<file path="src/rtl/store_buffer.sv">
// Posted-write store buffer between core data port and single-port data memory.
// Define STORE_FWD_EN to forward load hits from the buffer; otherwise a hitting load stalls until drained.
module store_buffer #(
    parameter int unsigned DEPTH = 4,
    parameter int unsigned AW    = 32,
    parameter int unsigned DW    = 32
) (
    input  logic          clk,
    input  logic          rst,
    input  logic          core_ce_i,
    input  logic          core_we_i,
    input  logic [AW-1:0] core_addr_i,
    input  logic [DW-1:0] core_data_i,
    output logic [DW-1:0] core_data_o,
    output logic          stall_o,
    output logic          mem_ce_o,
    output logic          mem_we_o,
    output logic [AW-1:0] mem_addr_o,
    output logic [DW-1:0] mem_data_o,
    input  logic [DW-1:0] mem_data_i,
    output logic          empty_o
);

    localparam int unsigned PW = $clog2(DEPTH);

    logic [AW-3:0] addr_q [DEPTH];
    logic [DW-1:0] data_q [DEPTH];
    logic [PW-1:0] head_q, head_d;
    logic [PW-1:0] tail_q, tail_d;
    logic [PW:0]   count_q, count_d;

    logic          is_load, is_store;
    logic          hit;
    logic [DW-1:0] hit_data;
    logic [PW-1:0] idx;
    logic          stall, fwd_hit;
    logic          nonempty, drain, load_go, push;

    assign is_load  = core_ce_i & ~core_we_i;
    assign is_store = core_ce_i &  core_we_i;
    assign nonempty = (count_q != '0);

    // Walk oldest to youngest so the last match left standing is the youngest entry.
    always_comb begin
        hit      = 1'b0;
        hit_data = '0;
        idx      = '0;
        for (int unsigned k = 0; k < DEPTH; k++) begin
            idx = head_q + PW'(k);
            if (((PW+1)'(k) < count_q) && (addr_q[idx] == core_addr_i[AW-1:2])) begin
                hit      = 1'b1;
                hit_data = data_q[idx];
            end
        end
    end

`ifdef STORE_FWD_EN
    assign stall   = 1'b0;
    assign fwd_hit = ~rst & is_load & hit;
`else
    assign stall   = ~rst & is_load & hit;
    assign fwd_hit = 1'b0;
`endif

    assign drain   = ~rst & nonempty & (~is_load | stall);
    assign load_go = ~rst & is_load & ~stall;
    assign push    = ~rst & is_store & ((count_q < (PW+1)'(DEPTH)) | drain);

    assign stall_o     = stall;
    assign empty_o     = rst | ~nonempty;
    assign mem_ce_o    = load_go | drain;
    assign mem_we_o    = drain;
    assign mem_addr_o  = load_go ? core_addr_i
                       : drain  ? {addr_q[head_q], 2'b00}
                       : '0;
    assign mem_data_o  = drain ? data_q[head_q] : '0;
    assign core_data_o = fwd_hit ? hit_data : mem_data_i;

    always_comb begin
        head_d  = drain ? head_q + PW'(1) : head_q;
        tail_d  = push  ? tail_q + PW'(1) : tail_q;
        count_d = count_q;
        case ({push, drain})
            2'b10:   count_d = count_q + (PW+1)'(1);
            2'b01:   count_d = count_q - (PW+1)'(1);
            default: count_d = count_q;
        endcase
    end

    always_ff @(posedge clk) begin
        if (rst) begin
            head_q  <= '0;
            tail_q  <= '0;
            count_q <= '0;
        end else begin
            head_q  <= head_d;
            tail_q  <= tail_d;
            count_q <= count_d;
        end
    end

    // Entry payload needs no reset; validity comes from head/count.
    always_ff @(posedge clk) begin
        if (push) begin
            addr_q[tail_q] <= core_addr_i[AW-1:2];
            data_q[tail_q] <= core_data_i;
        end
    end

endmodule

</file>
<file path="config.mk">
export PLATFORM = sky130hd
export DESIGN_NAME = store_buffer
export DESIGN_NICKNAME = d
export VERILOG_FILES = /design/src/rtl/store_buffer.sv
export SDC_FILE = /design/constraint.sdc
export NUM_CORES = 1
export LEC_CHECK = 0
export BUFFER_PORTS_ARGS = -buffer_cell sky130_fd_sc_hd__buf_2
export CAP_MARGIN = 0
export CELL_PAD_IN_SITES_DETAIL_PLACEMENT = 0
export CELL_PAD_IN_SITES_GLOBAL_PLACEMENT = 2
export CORE_MARGIN = 3
export CORE_UTILIZATION = 42
export CTS_CLUSTER_SIZE = 10
export DETAILED_ROUTE_END_ITERATION = 8
export PLACE_DENSITY = 0.84
export RECOVER_POWER = 100
export SYNTH_ARGS = -nofsm -noshare
export SYNTH_HDL_FRONTEND = slang
export SYNTH_SLANG_ARGS = --single-unit
</file>
<file path="constraint.sdc">
create_clock -name clk -period 4.98 [get_ports clk]
set_input_delay 0.498 -clock clk [delete_from_list [all_inputs] [get_ports clk]]
set_output_delay 0.498 -clock clk [all_outputs]
set_load 0.01 [all_outputs]
</file>
==> results of run 1 <==
-- worst max path at each step --
| stage | startpoint | end | cells past startpoint |
|---|---|---|---|
| CTS | head_q[0] | mem_addr_o[3] | 11 |
| floorplan | head_q[0] | count_q[2] | 16 |
| finish | head_q[0] | mem_addr_o[21] | 11 |
| global route | head_q[1] | mem_data_o[26] | 10 |
| detailed placement | head_q[0] | mem_addr_o[3] | 11 |
| global placement | head_q[1] | mem_addr_o[3] | 10 |
-- flip-flops by register name, summed over array words and instances, names as in the netlist, named ones only --
name	flops
addr_q	120
count_q	3
tail_q	2
head_q	2
data_q	128
-- per-stage QoR --
stage               hold WS [ns]  std cells  power (mW)
floorplan                  0.517       1081        3.68
global placement           0.567       1590        4.09
detailed placement         0.575       1590        4.09
CTS                        0.101       1637        6.14
global route               0.175       1643        6.36
finish                     0.172       1643        6.12
-- area by class of cell --
class	instances	area share
sequential	257	0.449
tap	461	0.0339
inverter	41	0.00904
timing repair buffer	170	0.0543
clock buffer	40	0.0476
clock inverter	7	0.00463
multi-input combinational	667	0.402
-- power groups by stage --
stage,sequential (mW),combinational (mW),clock (mW)
global placement,2.56,1.53,0
detailed placement,2.56,1.53,0
finish,2.49,1.58,2.05
global route,2.50,1.69,2.17
CTS,2.52,1.54,2.09
floorplan,2.47,1.22,0
-- cell usage in the layout, fill, tap and decap left out, types with 6 or more instances in the layout --
cell	count
nor4_1	9
edfxtp_1	248
and3_1	37
buf_12	6
nand2b_1	9
ha_1	9
mux2_2	13
nand4_1	27
nand3_1	13
o22ai_1	20
o22ai_2	13
mux4_1	13
o21ai_0	13
mux4_2	88
buf_4	25
nor2_1	22
clkbuf_1	127
clkbuf_16	31
nor3_1	7
buf_2	15
a22oi_1	11
inv_1	41
a21oi_1	12
mux2i_1	94
o32ai_2	8
nand2_1	42
xnor2_1	108
-- layer usage --
metal  vias up  GRT usage  routed length [µm]
li1       4428          -                   -
met1      5155      0.313               19200
met2       443      0.354               21100
met3        82     0.0512                3530
met4         4     0.0637                1470
met5         -    0.00864                  54
-- cells by family after synthesis --
kind of cell / count (synthesis) / synth area share
mux: 210 / 0.222
simple gates: 213 / 0.0802
xor+xnor: 110 / 0.0622
compound gates: 125 / 0.0705
flops: 257 / 0.493
fa+ha+maj: 9 / 0.00727
buf+inv: 157 / 0.0651
==> results.toml, run 1 <==
[sta]
relSlewSlack = -1.50
unrepaired_setup_endpoints_after_global_routing = "no"
clock_skew_ns = 0.0215
drv_slew = 234
final.setup.tns_ns = 0
setup_ws_ns = 0.173
layout_worst_path_cycle_share = 0.965
finalSetupViolations = 0
timing.final.hold_violations = 0
worstMarginPinSlew_ns = 3.75
max_freq_mhz = 208
period_needed_ns = 4.81

[synth]
postSynthCellCount = 1081
ys_seq_area_frac = 0.493
synthMostInstantiatedCell = "edfxtp_1"
yosys.area.top_type_share = 0.481
synth-seq-cells = 257
synthTopCellsByArea = "edfxtp_1 (48%), mux4_2 (13%), xnor2_1 (6.1%), mux2i_1 (6.1%), mux4_1 (2.2%)"
synth.largest_area_cell = "edfxtp_1"
synth_top_flop_cell = "edfxtp_1"
yosys.cell_types.count = 74
netlist_top_cells_count = "edfxtp_1 (248), xnor2_1 (108), mux2i_1 (94)"
syn_area_um2 = 15500
syn_nets = 1190
yosys_warnings = 0
avgSynthCellArea_um2 = 14.3
synth_edf_count = 248
async_reset_ff_frac = 0

[clock_tree]
cts_buffers = 31
htree_num_levels = 1
clkSinkCount = 257
clock_insertion_delay_worst_skew_ns = 0.59
cts_setup_buffers = 0
ctsRootBufferMaster = "clkbuf_16"
cts_hold_buf = 0
clk_path_buf_depth = 3
worst_setup_hold_path_clk_slew_ns = 0.06
cts-resized-gates = 0
cts_tree = "built"

[cells_and_area]
layout-area-overhead-vs-synth_pct = 9.91
nNetsFinal = 1277
drive_above_1_share = 0.196
layout.area.seq_um2 = 7640
postLayoutCoreUtil = 0.474
layout_cell_area_excl_fill_um2 = 17000
multiInputGateArea_um2 = 6830
ant_diodes = 0
filler_cell_count = 3228

[worst_setup_path]
r2r_start = "head_q[0]"
worstSetupEndpointType = "primary output"
worstSetupPathType = "reg2out"
start_kind = "register"
timing.reg2reg.setup_slack_ns = 0.52
reg2reg_to = "count_q[2]"
cp_data_arrival_time_ns = 4.31
crit_required_ns = 4.48
crit_fanout = 22
ff2ff_path_depth = 13
critical_path.top_delay_family = "simple AND/OR/NAND/NOR gates"
cpMaxStageDelayCell = "dfxtp_4"
crit_path_cell_trace = "buf_12 -> mux4_1 -> xnor2_1 -> nand4_1 -> nor4_1 -> or4b_1 -> a2bb2o_4 -> nor3_4 -> buf_4 -> o32ai_2 -> clkbuf_2"
crit_buf_inv = 3
slowest_stage_delay_on_critical_path_ns = 0.60

[place]
place_worst_setup_slack_ns = 0.662
placed_cell_area_um2 = 16200
gp_congestion = 0.986
port-buffer-count = 135
hpwl_mm = 31.3

[worst_hold_path]
hold_path.startpoint = "core_data_i[19]"
hp-class = "in2reg"
worst_hold_path.num_cells = 1
min_delay_worst_endpoint = "data_q[3][19]"

[drt]
dr.first_iter.drc_count = 899
detail_route.first_pass.iterations = 5
detail_route.vias_per_cell = 6.15
drtAntennaViolNets = 0
route.vias.total = 10100
post-route-drc-count = 0
drt-total-wl_mm = 45.4
avg_wl_per_cell_um = 27.6

[power]
total_switching_power_mw = 1.84
intPower_mw = 4.29
pwr-share-comb = 0.259
static-leakage-power_nw = 5.31
clkPwrFrac = 0.334
switching_part_of_the_total_power = 0.300
irDropWorstVdd_v = 0.000324
power_density_nw_per_um2 = 360
sequential_fraction_of_design_power = 0.407

[outcome]
failed_checks = "max-capacitance violations, max-slew violations"
status = "complete, but fails checks"

[global_routing]
grt_use_total = 0.224
grt-ovfl-total = 0
first_global_vias = 10100
grt_start_max_net_pins = 63
wire_length_of_the_first_global_routing_pass_mm = 65.9
antenna_violations_before_repair = 1

[flow_run]
max-cap-violations = 4

[floorplan]
start_util = 0.431
fp.coreArea_um2 = 35900
design.die.area_um2 = 39200
chipHeight_um = 198
ioPinCount = 200
horizontal_die_dimension_um = 198
core.rowCount = 69
Note: power is estimated with default switching activity, not from simulation.
==> inputs of run 2 (changes only) <==
ABC_AREA = 1   (was default)
BUFFER_PORTS_ARGS = -buffer_cell sky130_fd_sc_hd__buf_4   (was -buffer_cell sky130_fd_sc_hd__buf_2)
CORE_UTILIZATION = 34   (was 42)
CTS_BUF_LIST = sky130_fd_sc_hd__clkbuf_2 sky130_fd_sc_hd__clkbuf_4 sky130_fd_sc_hd__clkbuf_8   (was default)
==> results.toml, run 2 <==
[worst_setup_path]
crit_fanout = 62
timing.reg2reg.setup_slack_ns = 0.88
worstSetupPathType = "reg2out"
crit_required_ns = 4.48
reg2reg_to = "count_q[2]"
crit_buf_inv = 3
cpMaxStageDelayCell = "buf_4"
crit_path_cell_trace = "buf_4 -> nand3_1 -> nand2_1 -> nand2_1 -> nand2_1 -> nor2_1 -> nand2_1 -> nor2_1 -> nand2_1 -> nor2_1 -> nor2_1 -> nand3_1 -> nand2_2 -> inv_1 -> nand2_1 -> o21ai_0 -> buf_4"
slowest_stage_delay_on_critical_path_ns = 0.78
start_kind = "register"
ff2ff_path_depth = 19
critical_path.top_delay_family = "simple AND/OR/NAND/NOR gates"
worstSetupEndpointType = "primary output"
critPathMostFrequentCell = "nand2_1"
cp_data_arrival_time_ns = 4.29

[synth]
netlist_top_cells_count = "nand2_1 (1209), edfxtp_1 (248), nand3_1 (188)"
synth.largest_area_cell = "edfxtp_1"
yosys.cell_types.count = 24
syn_nets = 2276
synthTopCellsByArea = "edfxtp_1 (48%), nand2_1 (29%), nand3_1 (6.0%), nor2_1 (2.4%), inv_1 (2.4%)"
async_reset_ff_frac = 0
yosys.area.top_type_share = 0.477
avgSynthCellArea_um2 = 7.21
synthMostInstantiatedCell = "nand2_1"
ys_seq_area_frac = 0.488
synth_top_flop_cell = "edfxtp_1"
postSynthCellCount = 2167
yosys_warnings = 0
synth-seq-cells = 257
syn_area_um2 = 15600
synth_edf_count = 248

[clock_tree]
ctsRootBufferMaster = "clkbuf_8"
clock_insertion_delay_worst_skew_ns = 0.63
worst_setup_hold_path_clk_slew_ns = 0.06
cts_tree = "built"
clkSinkCount = 257
htree_num_levels = 2
clk_path_buf_depth = 3
cts_hold_buf = 0
cts_buffers = 49
cts_setup_buffers = 0
cts-resized-gates = 0

[global_routing]
first_global_vias = 13800
grt-ovfl-total = 0
wire_length_of_the_first_global_routing_pass_mm = 81.5
antenna_violations_before_repair = 0
grt_use_total = 0.222
grt_start_max_net_pins = 125

[place]
place_worst_setup_slack_ns = 0.702
gp_congestion = 0.877
hpwl_mm = 35.7
port-buffer-count = 135

[sta]
unrepaired_setup_endpoints_after_global_routing = "no"
relSlewSlack = -0.966
final.setup.tns_ns = 0
setup_ws_ns = 0.197
drv_slew = 239
clock_skew_ns = 0.0435
period_needed_ns = 4.78
layout_worst_path_cycle_share = 0.961
finalSetupViolations = 0
finalHoldWorstSlack_ns = 0.123
worstMarginPinSlew_ns = 2.95
max_freq_mhz = 209
timing.final.hold_violations = 0

[cells_and_area]
final_cell_mix = "nand2_1 (1207), edfxtp_1 (248), nand3_1 (188)"
multiInputGateArea_um2 = 6880
max_flop_register = "data_q"
final_common_cell = "nand2_1"
reg.largest.list = "data_q x128, addr_q x120, count_q x3"
filler_cell_count = 4745
layout-area-overhead-vs-synth_pct = 12.5
largest_register_ffs = 128
nNetsFinal = 2367
drive_above_1_share = 0.0692
layout.area.seq_um2 = 7640
ant_diodes = 0

[flow_run]
max-cap-violations = 7

[drt]
post-route-drc-count = 0
dr.first_iter.drc_count = 933
detail_route.first_pass.iterations = 5
route.vias.total = 14400
avg_wl_per_cell_um = 18.9
detail_route.vias_per_cell = 4.98
drt-total-wl_mm = 54.7
drtAntennaViolNets = 0

[floorplan]
design.die.area_um2 = 48600
ioPinCount = 200
core.rowCount = 77
start_util = 0.349
fp.coreArea_um2 = 44800
horizontal_die_dimension_um = 220
chipHeight_um = 220

[power]
switching_part_of_the_total_power = 0.372
irDropWorstVdd_v = 0.000223
pwr-share-comb = 0.313
clkPwrFrac = 0.318
power_density_nw_per_um2 = 376
intPower_mw = 4.16
post-layout-total-power_mw = 6.61
total_switching_power_mw = 2.46
sequential_fraction_of_design_power = 0.369
static-leakage-power_nw = 7.93

[outcome]
status = "complete, but fails checks"
failed_checks = "max-capacitance violations, max-slew violations"

[worst_hold_path]
worst_hold_path.num_cells = 1
hold_path.startpoint = "core_addr_i[6]"
hp-class = "in2reg"
min_delay_worst_endpoint = "addr_q[1][4]"
==> run 2: cell count changes after synthesis, sizes merged, moves of 63 or more <==
cell and delta:
mux4 -101, nor2 +79, nand2 +1168, inv +63, mux2i -95, xnor2 -108
nand3 +174
==> run 2: worst reg2reg max path: cells and delay by family, from the launching register on <==
kind | cells | cell delay, ns
fa+ha+maj | 1 | 0.40
flops | 1 | 0.35
simple gates | 13 | 1.87
buf+inv | 2 | 1.03
compound gates | 3 | 0.31
==> run 2: kinds of logic (layout without fill, tap and decap cells) <==
logic type / count (synthesis) / count (layout) / share of synthesized area
flip-flops: 257 / 257 / 0.488
XOR/XNOR: 2 / 2 / 0.00112
AO/OA/AOI/OAI: 132 / 132 / 0.0424
AND/OR/NAND/NOR: 1534 / 1534 / 0.387
adder cells (fa/ha/maj): 9 / 9 / 0.00721
buffers and inverters: 233 / 364 / 0.0738
==> run 2: layer usage <==
layer	wire length, µm	track usage	vias to the layer above	share of wire
met3	2990	0.0357	114	0.055
met2	25000	0.366	435	0.46
li1	-	-	7122	-
met5	0	0	-	0
met1	24800	0.297	6730	0.45
met4	1940	0.0792	0	0.035
==> run 2: area by class of cell <==
type                       instances  area share
sequential                       257       0.434
multi-input combinational       1677       0.391
timing repair buffer             169      0.0534
clock buffer                      70      0.0488
tap                              592      0.0421
inverter                         104      0.0229
clock inverter                    21     0.00712
==> run 2: per-stage QoR <==
stage          area [µm²]   util  instances
2_1_floorplan       15600      -       2167
3_3_place_gp        17000  0.379       2798
3_5_place_dp        17000  0.379       2798
4_1_cts             18000  0.401       2889
5_1_grt             17600  0.392       2890
6_report            17600  0.392       2890
==> run 2: how the worst max path moves through the flow <==
| stage | startpoint | endpoint | slack, ns | depth (start not counted) |
|---|---|---|---|---|
| floorplan | rst | addr_q[0][0] | 1.0 | 3 |
| global placement | register | mem_data_o[22] | 0.68 | 17 |
| detailed placement | register | mem_data_o[22] | 0.70 | 17 |
| CTS | register | mem_data_o[22] | 0.01 | 17 |
| global route | register | mem_addr_o[25] | 0.006 | 17 |
| finish | register | mem_addr_o[22] | 0.20 | 17 |
==> run 2: power groups by stage <==
stage / Combinational, mW / Sequential [mW] / Clock (mW)
floorplan: 1.39 / 2.47 / 0
global placement: 2.10 / 2.48 / 0
global route: 2.33 / 2.44 / 2.27
detailed placement: 2.11 / 2.48 / 0
finish: 2.07 / 2.44 / 2.10
CTS: 2.12 / 2.43 / 2.16
==> inputs of run 3 (changes only) <==
BUFFER_PORTS_ARGS = default   (was -buffer_cell sky130_fd_sc_hd__buf_4)
CORE_UTILIZATION = 38   (was 34)
DONT_BUFFER_PORTS = 1   (was default)
GPL_TIMING_DRIVEN = 0   (was default)
PLACE_DENSITY = 0.85   (was 0.84)
REMOVE_ABC_BUFFERS = 1   (was default)
==> results.toml, run 3 (synthesis gave the netlist of run 2 again) <==
[clock_tree]
clkSinkCount = 257
cts_tree = "built"
ctsRootBufferMaster = "clkbuf_8"
clock_insertion_delay_worst_skew_ns = 0.64
worst_setup_hold_path_clk_slew_ns = 0.06
htree_num_levels = 2
cts_buffers = 46
clk_path_buf_depth = 3

[cells_and_area]
layout_cell_area_excl_fill_um2 = 17700
nNetsFinal = 2294
reg.largest.list = "data_q x128, addr_q x120, count_q x3"
ant_diodes = 0
largest_register_ffs = 128
layout-area-overhead-vs-synth_pct = 13.5
filler_cell_count = 4100
postLayoutCoreUtil = 0.441
max_flop_register = "data_q"
final_cell_mix = "nand2_1 (1207), edfxtp_1 (248), nand3_1 (188)"
final_common_cell = "nand2_1"
drive_above_1_share = 0.0527

[outcome]
status = "complete, but fails checks"
failed_checks = "max-capacitance violations, max-slew violations"

[worst_hold_path]
min_delay_worst_endpoint = "count_q[1]"
hold_path.startpoint = "rst"
worst_hold_path.num_cells = 3
hp-class = "in2reg"

[global_routing]
grt_start_max_net_pins = 65
antenna_violations_before_repair = 1
first_global_vias = 13500
wire_length_of_the_first_global_routing_pass_mm = 83.1
grt_use_total = 0.250
grt-ovfl-total = 0

[sta]
period_needed_ns = 4.72
clock_skew_ns = 0.0417
worstMarginPinSlew_ns = 1.99
drv_slew = 107
timing.final.hold_violations = 0
max_freq_mhz = 212
relSlewSlack = -0.332
setup_ws_ns = 0.258
unrepaired_setup_endpoints_after_global_routing = "no"
layout_worst_path_cycle_share = 0.948
finalSetupViolations = 0

[worst_setup_path]
reg2reg_to = "data_q[0][11]"
slowest_stage_delay_on_critical_path_ns = 0.51
start_kind = "register"
ff2ff_path_depth = 7
worstSetupPathType = "reg2out"
timing.reg2reg.setup_slack_ns = 0.33
crit_fanout = 44
worstSetupEndpointType = "primary output"
cp_data_arrival_time_ns = 4.22
crit_buf_inv = 4
critical_path.top_delay_family = "simple AND/OR/NAND/NOR gates"
cpMaxStageDelayCell = "dfxtp_4"
crit_required_ns = 4.48
r2r_start = "tail_q[0]"
crit_path_cell_trace = "buf_16 -> inv_4 -> buf_16 -> nand3_1 -> nand2_1 -> o21ai_1 -> nor2_1 -> nand2_1 -> nor2_1 -> nand2_1 -> nor2_1 -> nor2_1 -> nand4_2 -> inv_4 -> nand2_1 -> o21ai_1"

[power]
power_density_nw_per_um2 = 374
irDropWorstVdd_v = 0.000378
static-leakage-power_nw = 7.98
post-layout-total-power_mw = 6.63

[floorplan]
design.die.area_um2 = 43600
start_util = 0.389
ioPinCount = 200
horizontal_die_dimension_um = 209
core.rowCount = 73
chipHeight_um = 209
fp.coreArea_um2 = 40200

[drt]
detail_route.vias_per_cell = 5.15
drtAntennaViolNets = 0
avg_wl_per_cell_um = 20.4
drt-total-wl_mm = 55.9
detail_route.first_pass.iterations = 5
route.vias.total = 14100
dr.first_iter.drc_count = 1025
post-route-drc-count = 0

[flow_run]
max-cap-violations = 5

[place]
place_worst_setup_slack_ns = -1.08
placed_cell_area_um2 = 16000
port-buffer-count = 0
hpwl_mm = 32.8
gp_congestion = 0.825
==> run 3: how the worst max path moves through the flow <==
stage                          from        endpoint  slack (ns)  cells past startpoint
final                      register   mem_addr_o[7]        0.26                     16
after detailed placement  head_q[0]      count_q[2]       -1.08                     22
after global routing       register   mem_addr_o[7]        0.01                     17
after CTS                  register  mem_addr_o[22]        0.03                     20
after global placement    head_q[0]      count_q[2]       -8.95                     20
after floorplan           head_q[0]      count_q[2]       -3.04                     20
==> run 3: final cells by class <==
| cell class | instances | area, µm² | area share |
|---|---|---|---|
| Multi-Input combinational cell | 1677 | 6880 | 0.388 |
| Sequential cell | 257 | 7640 | 0.431 |
| Tap cell | 525 | 657 | 0.0370 |
| Timing Repair inverter | 1 | 8.76 | 0.000494 |
| Clock inverter | 21 | 185 | 0.0104 |
| Inverter | 104 | 427 | 0.0241 |
| Clock buffer | 61 | 771 | 0.0435 |
| Timing Repair Buffer | 98 | 1160 | 0.0655 |
==> run 3: worst reg2reg max path: cells and delay by family (launching register included) <==
| family | cells | cell delay, ns |
|---|---|---|
| flops | 1 | 0.33 |
| simple gates | 1 | 0.70 |
| fa+ha+maj | 1 | 0.15 |
| buf+inv | 5 | 3.06 |
==> run 3: stage by stage <==
stage	instances	hold slack, ns	setup TNS (ns)
after detailed placement	2582	0.533	-51.35
after global placement	2563	0.521	-1165.27
final	2744	0.0551	0
after global routing	2744	0.0479	0
after CTS	2739	0.00862	0
after floorplan	2038	0.490	-186.62
==> run 3: power by group <==
part	total [mW]	internal [mW]	switching, mW
clock	2.10	1.17	0.932
combinational	2.09	0.616	1.47
sequential	2.45	2.41	0.0350
==> run 3: metal layers <==
metal	GRT usage	up-vias	share of wire
li1	-	6976	-
met1	0.330	6586	0.43
met2	0.417	482	0.47
met3	0.0495	93	0.075
met4	0.0748	2	0.026
met5	0	-	0.00023
==> run 3: timing repair <==
item                                   in CTS  in global routing
endpoints found under the hold margin     249                  0
cloned                                      4                  1
hold buffers                               63                  0
resized for setup                          14                  2
setup endpoints to repair                  72                  9
buffers inserted                            8                  4
